File: src/rtl/addr_gen_ctrl.sv
// Tile sequencer for the even/odd address generator: CLEAR, then L even and L odd beats per row pair, R pairs per tile, T tiles.
// Strobes decode combinationally from state, counters and hold; start to first sync_clr takes 1 cycle; done fires T*(2+2*R*L)+1 cycles after start.
// hold freezes CLEAR/EVEN/ODD and masks their strobes; TILE_END and DONE ignore it; abort returns to IDLE next cycle with no done.
module addr_gen_ctrl #(
    parameter int CNT_W  = 6,
    parameter int TILE_W = 8
) (
    input  logic              ck,
    input  logic              rst,
    input  logic              start,
    input  logic              abort,
    input  logic              hold,
    input  logic [CNT_W-1:0]  cfg_row_len,
    input  logic [CNT_W-1:0]  cfg_rows,
    input  logic [TILE_W-1:0] cfg_tiles,
    output logic              en,
    output logic              sync_clr,
    output logic              inc_even,
    output logic              inc_odd,
    output logic [1:0]        arv_tilev,
    output logic              busy,
    output logic              done,
    output logic [TILE_W-1:0] tile_idx
);

    typedef enum logic [2:0] {
        S_IDLE,
        S_CLEAR,
        S_EVEN,
        S_ODD,
        S_TILE_END,
        S_DONE
    } state_t;

    state_t             state;
    logic [CNT_W-1:0]   beat_cnt;
    logic [CNT_W-1:0]   row_cnt;
    logic [TILE_W-1:0]  tile_cnt;
    logic [CNT_W-1:0]   len_q;
    logic [CNT_W-1:0]   rows_q;
    logic [TILE_W-1:0]  tiles_q;

    logic cfg_ok;
    logic last_beat;
    logic last_row;
    logic last_tile;

    // A zero in any field means there is nothing to walk; such a start goes straight to DONE.
    assign cfg_ok    = (cfg_row_len != '0) && (cfg_rows != '0) && (cfg_tiles != '0);

    // Compares run at full width against cfg-1, so the all-ones config is a legal maximum.
    assign last_beat = (beat_cnt == len_q - CNT_W'(1));
    assign last_row  = (row_cnt  == rows_q - CNT_W'(1));
    assign last_tile = (tile_cnt == tiles_q - TILE_W'(1));

    assign tile_idx  = tile_cnt;

    // Output decode: strobes come only from state, counters and hold.
    always_comb begin
        en       = 1'b0;
        sync_clr = 1'b0;
        inc_even = 1'b0;
        inc_odd  = 1'b0;
        busy     = (state != S_IDLE);
        done     = (state == S_DONE);
        case (state)
            S_CLEAR: begin
                en       = !hold;
                sync_clr = !hold;
            end
            S_EVEN: begin
                en       = !hold;
                inc_even = !hold && last_beat;
            end
            S_ODD: begin
                en      = !hold;
                inc_odd = !hold && last_beat;
            end
            default: ;
        endcase
    end

    // Sequencer: state, beat/row/tile counters, latched config and per-tile row-type flags.
    always_ff @(posedge ck or negedge rst) begin
        if (!rst) begin
            state     <= S_IDLE;
            beat_cnt  <= '0;
            row_cnt   <= '0;
            tile_cnt  <= '0;
            len_q     <= '0;
            rows_q    <= '0;
            tiles_q   <= '0;
            arv_tilev <= 2'b00;
        end else if (abort) begin
            state     <= S_IDLE;
            beat_cnt  <= '0;
            row_cnt   <= '0;
            tile_cnt  <= '0;
            arv_tilev <= 2'b00;
        end else begin
            case (state)
                S_IDLE: begin
                    if (start) begin
                        if (cfg_ok) begin
                            len_q    <= cfg_row_len;
                            rows_q   <= cfg_rows;
                            tiles_q  <= cfg_tiles;
                            tile_cnt <= '0;
                            state    <= S_CLEAR;
                        end else begin
                            state <= S_DONE;
                        end
                    end
                end
                S_CLEAR: begin
                    if (!hold) begin
                        beat_cnt  <= '0;
                        row_cnt   <= '0;
                        arv_tilev <= 2'b00;
                        state     <= S_EVEN;
                    end
                end
                S_EVEN: begin
                    if (!hold) begin
                        if (last_beat) begin
                            beat_cnt     <= '0;
                            arv_tilev[0] <= 1'b1;
                            state        <= S_ODD;
                        end else begin
                            beat_cnt <= beat_cnt + CNT_W'(1);
                        end
                    end
                end
                S_ODD: begin
                    if (!hold) begin
                        if (last_beat) begin
                            beat_cnt     <= '0;
                            arv_tilev[1] <= 1'b1;
                            if (last_row) begin
                                state <= S_TILE_END;
                            end else begin
                                row_cnt <= row_cnt + CNT_W'(1);
                                state   <= S_EVEN;
                            end
                        end else begin
                            beat_cnt <= beat_cnt + CNT_W'(1);
                        end
                    end
                end
                S_TILE_END: begin
                    if (last_tile) begin
                        state <= S_DONE;
                    end else begin
                        tile_cnt <= tile_cnt + TILE_W'(1);
                        state    <= S_CLEAR;
                    end
                end
                S_DONE: begin
                    state <= S_IDLE;
                end
                default: begin
                    state <= S_IDLE;
                end
            endcase
        end
    end

endmodule

File: config.mk
export PLATFORM = sky130hd
export DESIGN_NAME = addr_gen_ctrl
export DESIGN_NICKNAME = d
export VERILOG_FILES = /design/src/rtl/addr_gen_ctrl.sv
export SDC_FILE = /design/constraint.sdc
export NUM_CORES = 1
export LEC_CHECK = 0
export ABC_CLOCK_PERIOD_IN_PS = 4900
export BUFFER_PORTS_ARGS = -buffer_cell sky130_fd_sc_hd__buf_2
export CELL_PAD_IN_SITES_DETAIL_PLACEMENT = 1
export CELL_PAD_IN_SITES_GLOBAL_PLACEMENT = 2
export CORE_MARGIN = 10
export CORE_UTILIZATION = 38
export CTS_CLUSTER_DIAMETER = 40
export DETAILED_ROUTE_END_ITERATION = 16
export PLACE_DENSITY = 0.87
export SYNTH_ARGS = -nofsm -noshare
export SYNTH_HDL_FRONTEND = slang
export SYNTH_SLANG_ARGS = --single-unit
File: constraint.sdc
create_clock -name ck -period 4.9 [get_ports ck]
set_clock_uncertainty 0.1 [all_clocks]
set_input_delay 0.49 -clock ck [delete_from_list [all_inputs] [get_ports ck]]
set_output_delay 0.49 -clock ck [all_outputs]
set_load 0.005 [all_outputs]
==> results.tsv, run 1 <==
stage	metric	value	unit
status	outcome	completed	
sta	Least-Margin Pin Slew	1.06	ns
floorplan	Core ar.	0.00718	sq mm
synth	Mapped Avg Cell Area	9.52	sq um
placed_design	pre-CTS setup slack	2.16	ns
job	Max Cap Viol	0	
cells_and_area	Layout fillers	858	
critical_path	reg-to-reg startpoint	len_q[0]	
global_routing	pin count of the biggest net entering global routing	46	
critical_path	startpoint types	flop	
synth	Yosys warning count	0	
synth	Syn Nets	323	
synth	Synth async-reset ratio	100	%
synth	Netlist cell types	45	
sta	Hold Slack	0.254	ns
power	total power	1.39	mW
sta	minimum clock period	3.08	ns
cells_and_area	Final Cell Area	0.00320	sq mm
synth	top-area cell type share of the netlist area	40.5	%
floorplan	io pins	41	
sta	max-slew violations	0	
synth	Seq/Total Area, Yosys	40.5	%
synth	number of synthesized register bits	45	
placed_design	Port Buffers	40	
synth	Commonest cells post-synth	dfrtp_1 (45), mux2_2 (22), nand2_1 (21)	
floorplan	die width	106	um
critical_path	FF-to-FF End	beat_cnt[0]	
drt	total number of vias	2334	
drt	Routed Antenna Nets	0	
power	Max rail drop VDD	0.140	mV
placed_design	Detailed Place HPWL	5.50	mm
cells_and_area	ant diodes	0	
clocking	CTS sink count	45	
clocking	CTS Buffer Depth	2	
drt	aggregate routed wire length	7.32	mm
sta	PnR worst setup slack	1.82	ns
synth	top-count cell post-synth	dfrtp_1	
synth	EDFF count, synth	0	
cells_and_area	Layout area overhead	15.3	%
global_routing	initial antenna violation count	0	
drt	wire per inst	17.0	um
global_routing	first-pass GRT wire length	12.5	mm
global_routing	number of global-route vias before repair	2564	
clocking	H-Tree Level Count	2	
floorplan	die height	106	um
critical_path	CP arrival	2.49	ns
floorplan	Die ar.	0.0111	sq mm
power	P per Cell Area	434	mW/mm^2
clocking	CTS resizes	0	
clocking	Root Driver	clkbuf_8	
sta	setup TNS	0	ns
floorplan	site row count	31	
global_routing	total gr overflow	0	
sta	Final period util	62.9	%
sta	worst relative slew slack	29.6	%
synth	synth top area cells	dfrtp_1 (41%), mux2_2 (8.9%), xnor2_1 (4.4%), a31oi_1 (3.8%), nand2_1 (2.8%)	
floorplan	Initial Utilization	38.7	%
min_path	Hold Crit Class	input pin to asynchronous set/reset pin	
placed_design	Post-DP Area	0.00307	sq mm
clocking	post-CTS setup buffers	0	
cells_and_area	fraction of layout cells with a size suffix above 1	22.9	%
critical_path	CP Capture Type	output pin	
placed_design	GP Congestion	0.777	
clocking	CTS tree	yes	
drt	drt pass-1 iters	4	
critical_path	crit path launch	len_q[0]	
clocking	Num CTS Buffers	5	
critical_path	FF-to-FF path depth	7	
sta	RSZ-0062 raised after global routing	no	
critical_path	Worst Path Max Fanout	7	
critical_path	r2r setup slk	2.21	ns
sta	final setup fails	0	
clocking	Clock Latency Late Sink	0.31	ns
clocking	hold bufs inserted after CTS	0	
drt	Via density	5.42	
drt	Initial DRC Count	49	
sta	Fin. Hold Viols	0	
synth	Synth area leader	dfrtp_1	
synth	Post-Syn Instances	292	
clocking	clock-pin slew on the worst setup and hold paths	0.09	ns
power	Leak Pwr	1.43	nW
synth	synthesized area	0.00278	sq mm
synth	top_reg_cell synth	dfrtp_1	
critical_path	critical path class	flop to output pin	
cells_and_area	nets	362	
global_routing	gr usage total	13.4	%
critical_path	required time worst endpoint	4.31	ns
drt	DR DRC count	0	
sta	fmax	324	MHz
-- worst max-delay path by stage --
stage	cells after the start	endpoint
detailed placement	7	inc_even
global route	7	inc_even
floorplan	7	tile_idx[1]
global placement	7	inc_even
finish	7	inc_even
CTS	7	inc_even
-- report_power, final --
part / internal (mW) / switching (mW)
combinational: 0.235 / 0.243
clock: 0.203 / 0.139
sequential: 0.454 / 0.117
total: 0.892 / 0.499
-- critical path, stage by stage (launching register included) --
cell and delay, ns:
dfrtp_1 0.44, inv_1 0.07, ha_1 0.24, or3_1 0.38, a32oi_1 0.52, nand2_1 0.20
nor4_1 0.19, buf_2 0.16
-- logic make-up after synthesis --
group           Yosys count  share of synthesized area, %
simple gates            104                          19.6
compound gates           57                          14.0
mux                      29                          11.4
flops                    45                          40.5
fa+ha+maj                 6                          2.70
buf+inv                  27                          3.92
xor+xnor                 24                          7.83
-- final cells by class --
type                       count  area (sq um)  share of cell area [%]
clock buffer                   5          68.8                    2.15
inverter                      18          67.6                    2.11
timing repair buffer          41           208                    6.48
multi-input combinational    220          1550                    48.2
clock inverter                 3          65.1                    2.03
sequential                    45          1130                    35.1
tap                           99           124                    3.87
-- placed cells by master, fill, tap and decap left out, drive strengths merged, types with 2 or more instances in the layout --
cell type,synthesis,final
a21o,4,4
ha,6,6
a31oi,17,17
nor4,8,8
and2,2,2
a22o,4,4
mux2i,7,7
a21boi,2,2
o211ai,2,2
nor3,9,9
bufinv,0,2
dfrtp,45,45
nand2,21,21
nor2b,5,5
nand4,3,3
nor2,20,20
a41oi,2,2
inv,18,18
or3,7,7
mux2,22,22
xnor2,15,15
clkbuf,8,5
buf,1,41
xor2,9,9
and3,5,5
or4,3,3
nand3,14,14
nand2b,3,3
a21oi,10,10
o21ai,5,5
a211oi,4,4
-- stage by stage --
step	instances	util, %
after floorplan	292	-
after global placement	423	42.8
after detailed placement	423	42.8
after CTS	431	44.7
after global routing	431	44.7
final	431	44.7
-- registers in the layout, indices dropped and copies added, names as in the netlist --
| signal | flops |
|---|---|
| arv_tilev | 2 |
| beat_cnt | 6 |
| len_q | 6 |
| row_cnt | 6 |
| rows_q | 6 |
| state | 3 |
| tile_idx | 8 |
| tiles_q | 8 |
-- metal layers --
layer,vias to the layer above,global-route usage [%],wire (um)
met2,28,23.4,3720
li1,1137,-,-
met4,0,3.97,74
met5,-,0,0
met1,1165,16.1,3270
met3,4,3.17,255
Power figures use the tool's default switching activity.
==> run 2, diff against run 1 <==
ABC_CLOCK_PERIOD_IN_PS = 2800   (was 4900)
CORE_UTILIZATION = 32   (was 38)
PLACE_DENSITY = 0.79   (was 0.87)
clock period = 2.8 ns   (was 4.9 ns; I/O delays follow)
==> results.tsv, run 2 (synthesis gave the netlist of run 1 again) <==
stage	metric	value	unit
status	outcome	completed	
critical_path	critical path class	flop to output pin	
cells_and_area	fraction of layout cells with a size suffix above 1	24.6	%
sta	Least-Margin Pin Slew	1.05	ns
placed_design	GP Congestion	0.777	
cells_and_area	Final Util	38.6	%
clocking	CTS tree	yes	
clocking	CTS Buffer Depth	2	
clocking	post-CTS setup buffers	0	
floorplan	io pins	41	
critical_path	FF-to-FF path depth	6	
drt	Via density	5.21	
drt	total number of vias	2310	
critical_path	startpoint types	flop	
min_path	Hold Crit Class	input pin to asynchronous set/reset pin	
critical_path	r2r setup slk	0.32	ns
clocking	Root Driver	clkbuf_8	
sta	max-slew violations	0	
floorplan	Core ar.	0.00834	sq mm
sta	Final period util	94.3	%
floorplan	site row count	33	
cells_and_area	most common cell after layout, fill and taps aside	dfrtp_1	
clocking	hold bufs inserted after CTS	0	
sta	RSZ-0062 raised after global routing	no	
placed_design	Port Buffers	40	
floorplan	die width	113	um
critical_path	FF-to-FF End	tile_idx[4]	
sta	Fin. Hold Viols	0	
critical_path	required time worst endpoint	2.42	ns
critical_path	reg-to-reg startpoint	tiles_q[2]	
global_routing	number of global-route vias before repair	2484	
sta	minimum clock period	2.64	ns
global_routing	total gr overflow	0	
drt	drt pass-1 iters	4	
sta	final setup fails	0	
global_routing	pin count of the biggest net entering global routing	46	
clocking	Clock Latency Late Sink	0.31	ns
critical_path	Worst Path Max Fanout	7	
job	Max Cap Viol	0	
global_routing	global-route layer with the greatest usage	met2	
critical_path	ordered cell list for the critical path	inv_1 > ha_1 > or3_1 > a32oi_1 > buf_4 > nand2_1 > nor4_1 > buf_2	
drt	aggregate routed wire length	7.30	mm
clocking	CTS sink count	45	
global_routing	initial antenna violation count	0	
power	P per Cell Area	709	mW/mm^2
clocking	CTS resizes	0	
critical_path	Critical-path top delay cell	dfrtp_1	
global_routing	met2 Usage GRT	19.0	%
drt	wire per inst	16.5	um
placed_design	Post-DP Area	0.00312	sq mm
critical_path	CP arrival	2.26	ns
clocking	H-Tree Level Count	2	
power	Max rail drop VDD	0.216	mV
global_routing	first-pass GRT wire length	12.3	mm
floorplan	Initial Utilization	33.3	%
cells_and_area	ant diodes	0	
global_routing	gr usage total	11.4	%
cells_and_area	most frequent cells in the layout	dfrtp_1 (45), buf_2 (40), mux2_2 (22)	
sta	setup TNS	0	ns
drt	DR DRC count	0	
cells_and_area	Layout area overhead	15.8	%
clocking	clock-pin slew on the worst setup and hold paths	0.09	ns
floorplan	die height	113	um
cells_and_area	nets	368	
drt	Routed Antenna Nets	0	
power	Leak Pwr	1.43	nW
placed_design	Detailed Place HPWL	5.55	mm
sta	worst relative slew slack	29.9	%
critical_path	Critical Path Max Stage Delay	0.43	ns
drt	Initial DRC Count	101	
global_routing	met1 Resource Use GR	14.3	%
sta	fmax	379	MHz
critical_path	CP Capture Type	output pin	
clocking	Num CTS Buffers	5	
cells_and_area	Final Cell Area	0.00322	sq mm
floorplan	Die ar.	0.0128	sq mm
global_routing	met3 Use GR	2.75	%
[run 2: worst max-delay path by stage]
stage | start | endpoint | slack (ns)
finish | len_q[0] | inc_even | 0.16
floorplan | tiles_q[2] | tile_idx[1] | 0.42
global placement | tiles_q[2] | tile_idx[1] | 0.40
detailed placement | tiles_q[2] | tile_idx[4] | 0.34
CTS | len_q[0] | inc_even | 0.12
global route | len_q[0] | inc_even | 0.008
[run 2: metal layers]
| layer | vias up | wire length [um] |
|---|---|---|
| met5 | - | 0 |
| met4 | 0 | 66 |
| met3 | 5 | 268 |
| met2 | 27 | 3430 |
| met1 | 1137 | 3530 |
| li1 | 1141 | - |
[run 2: power breakdown]
part / total [mW] / switching (mW) / internal (mW)
combinational: 0.856 / 0.421 / 0.435
sequential: 0.998 / 0.203 / 0.795
clock: 0.427 / 0.250 / 0.178
[run 2: cell type report]
cell class              count  area (sq um)
repair buffers             47           253
flip-flops and latches     45          1130
fillers                   997          5120
clock inverters             3          21.3
multi-input cells         220          1550
inverters                  18          67.6
well taps                 105           131
clock buffers               5          68.8
[run 2: worst max-delay path, delay by kind of cell, from the launching register on]
kind | cells | cell delay [ns]
buf+inv | 3 | 0.42
compound gates | 1 | 0.19
simple gates | 3 | 0.68
flops | 1 | 0.43
fa+ha+maj | 1 | 0.23
[run 2: stage by stage]
step / worst slack (ns) / hold slack, ns / std cells / total power [mW]
after global placement: 0.398 / 0.411 / 435 / 1.84
after global routing: 0.00770 / 0.106 / 443 / 2.47
after CTS: 0.117 / 0.0954 / 443 / 2.31
final: 0.159 / 0.0590 / 443 / 2.28
after detailed placement: 0.339 / 0.420 / 435 / 1.87
after floorplan: 0.416 / -0.116 / 292 / 1.62
==> run 3, diff against run 2 <==
CORE_ASPECT_RATIO = 1.2   (was not set)
HOLD_SLACK_MARGIN = 0.02   (was not set)
==> results.tsv, run 3 (synthesis gave the netlist of run 1 again) <==
stage	metric	value	unit
status	outcome	completed	
sta	RSZ-0062 raised after global routing	no	
cells_and_area	nets	372	
sta	max-slew violations	0	
floorplan	die width	105	um
floorplan	site row count	37	
global_routing	number of global-route vias before repair	2577	
power	Flop pwr share	43.6	%
power	NetSw	0.845	mW
critical_path	Worst Path Max Fanout	7	
critical_path	FF-to-FF path depth	6	
floorplan	Core ar.	0.00852	sq mm
floorplan	die height	122	um
global_routing	first-pass GRT wire length	12.4	mm
power	Leak Pwr	1.45	nW
clocking	clock-pin slew on the worst setup and hold paths	0.09	ns
critical_path	startpoint types	flop	
drt	drt pass-1 iters	4	
cells_and_area	final std cells w/o fill	458	
clocking	Root Driver	clkbuf_8	
cells_and_area	Layout area overhead	17.3	%
drt	total number of vias	2369	
power	P per Cell Area	700	mW/mm^2
critical_path	reg-to-reg startpoint	tiles_q[2]	
sta	worst relative slew slack	66.6	%
clocking	CTS sink count	45	
sta	Fin. Hold Viols	0	
drt	Via density	5.17	
sta	Least-Margin Pin Slew	0.501	ns
global_routing	initial antenna violation count	0	
power	combinational power share	38.1	%
sta	final setup fails	0	
critical_path	crit path launch	len_q[0]	
drt	DR DRC count	0	
drt	Initial DRC Count	59	
global_routing	total gr overflow	0	
placed_design	Port Buffers	40	
sta	Final period util	94.0	%
critical_path	required time worst endpoint	2.42	ns
cells_and_area	ant diodes	0	
cells_and_area	fraction of layout cells with a size suffix above 1	24.6	%
clocking	CTS Buffer Depth	2	
min_path	Hold Path Depth	2	
critical_path	critical path class	flop to output pin	
floorplan	Die ar.	0.0128	sq mm
cells_and_area	most frequent cells in the layout	dfrtp_1 (45), buf_2 (40), mux2_2 (22)	
placed_design	GP Congestion	0.790	
floorplan	io pins	41	
cells_and_area	Final Util	38.3	%
drt	aggregate routed wire length	7.33	mm
placed_design	Detailed Place HPWL	5.81	mm
min_path	Hold Crit Class	input pin to flop	
drt	wire per inst	16.0	um
min_path	min-delay src	cfg_rows[1]	
floorplan	Initial Utilization	32.6	%
global_routing	pin count of the biggest net entering global routing	22	
global_routing	gr usage total	11.6	%
power	Sw Ratio	37.0	%
drt	Routed Antenna Nets	0	
cells_and_area	most common cell after layout, fill and taps aside	dfrtp_1	
critical_path	CP arrival	2.25	ns
power	total power	2.28	mW
critical_path	CP Capture Type	output pin	
power	Clock power frac	18.4	%
sta	fmax	380	MHz
clocking	post-CTS setup buffers	0	
clocking	Clock Latency Late Sink	0.30	ns
sta	minimum clock period	2.63	ns
job	Max Cap Viol	0	
sta	setup TNS	0	ns
clocking	CTS tree	yes	
clocking	H-Tree Level Count	2	
clocking	Num CTS Buffers	5	
power	Int Pwr	1.44	mW
power	Max rail drop VDD	0.224	mV
placed_design	placed insts	450	
==> run 3: changes by cell type in the layout (fill, tap and decap cells not counted) <==
cell	previous run	this run
buf_4	7	10
a211oi_1	3	2
a211oi_2	1	2
clkbuf_1	0	1
clkbuf_8	5	6
clkinv_2	1	0
clkinvlp_4	1	0
dlygate4sd3_1	0	1
inv_6	1	0
nor3_1	8	9
nor3_2	1	0
==> run 3: worst max-delay path, stage by stage, from the launching register on <==
cell	delay, ns
dfrtp_1	0.44
inv_1	0.07
ha_1	0.23
or3_1	0.39
a32oi_1	0.19
buf_4	0.19
nand2_1	0.10
nor4_1	0.19
buf_2	0.17
==> run 3: per-stage QoR <==
stage / setup WS (ns) / cell area (sq um) / hold WS [ns]
floorplan: 0.416 / 2780 / -0.116
global placement: 0.286 / 3160 / 0.174
detailed placement: 0.206 / 3160 / 0.182
CTS: 0.147 / 3260 / 0.123
global route: 0.0104 / 3260 / 0.119
finish: 0.167 / 3260 / 0.128
==> run 3: area by class of cell <==
cell class,instances,area (sq um)
inverters,18,67.6
well taps,117,146
multi-input cells,220,1550
flip-flops and latches,45,1130
fillers,1045,5260
clock buffers,7,86.3
repair buffers,51,285
==> run 3: path summary, 6_finish.rpt <==
kind | end | slack [ns]
setup / recovery | inc_even | 0.17
hold / removal | rows_q[1] | 0.13
setup reg to reg | tile_idx[5] | 0.22
hold reg to reg | tiles_q[7] | 0.44
max in group asynchronous | tiles_q[1] | 1.60
min in group asynchronous | tile_idx[5] | 0.38
==> run 3: power by group through the flow <==
stage | logic [mW] | registers, mW | clock network (mW)
after CTS | 0.880 | 0.998 | 0.434
after floorplan | 0.680 | 0.938 | 0
after global placement | 0.850 | 1.00 | 0
after detailed placement | 0.875 | 1.01 | 0
final | 0.869 | 0.994 | 0.419
after global routing | 0.982 | 1.03 | 0.461
==> run 3: what timing repair did <==
item	in CTS	in global routing
resized for setup	0	1
setup endpoints to repair	0	2
hold buffers	1	0
hold endpoints to repair	19	0
==> run 3: routing by layer <==
metal  vias to the layer above  part of all wire, %  wire, um  track usage (%)
met5                         -                    0         0                0
li1                       1158                    -         -                -
met4                         0                  1.5       109             3.95
met2                        31                   51      3700             20.9
met3                         7                  4.1       299             2.75
met1                      1173                   44      3220             13.3
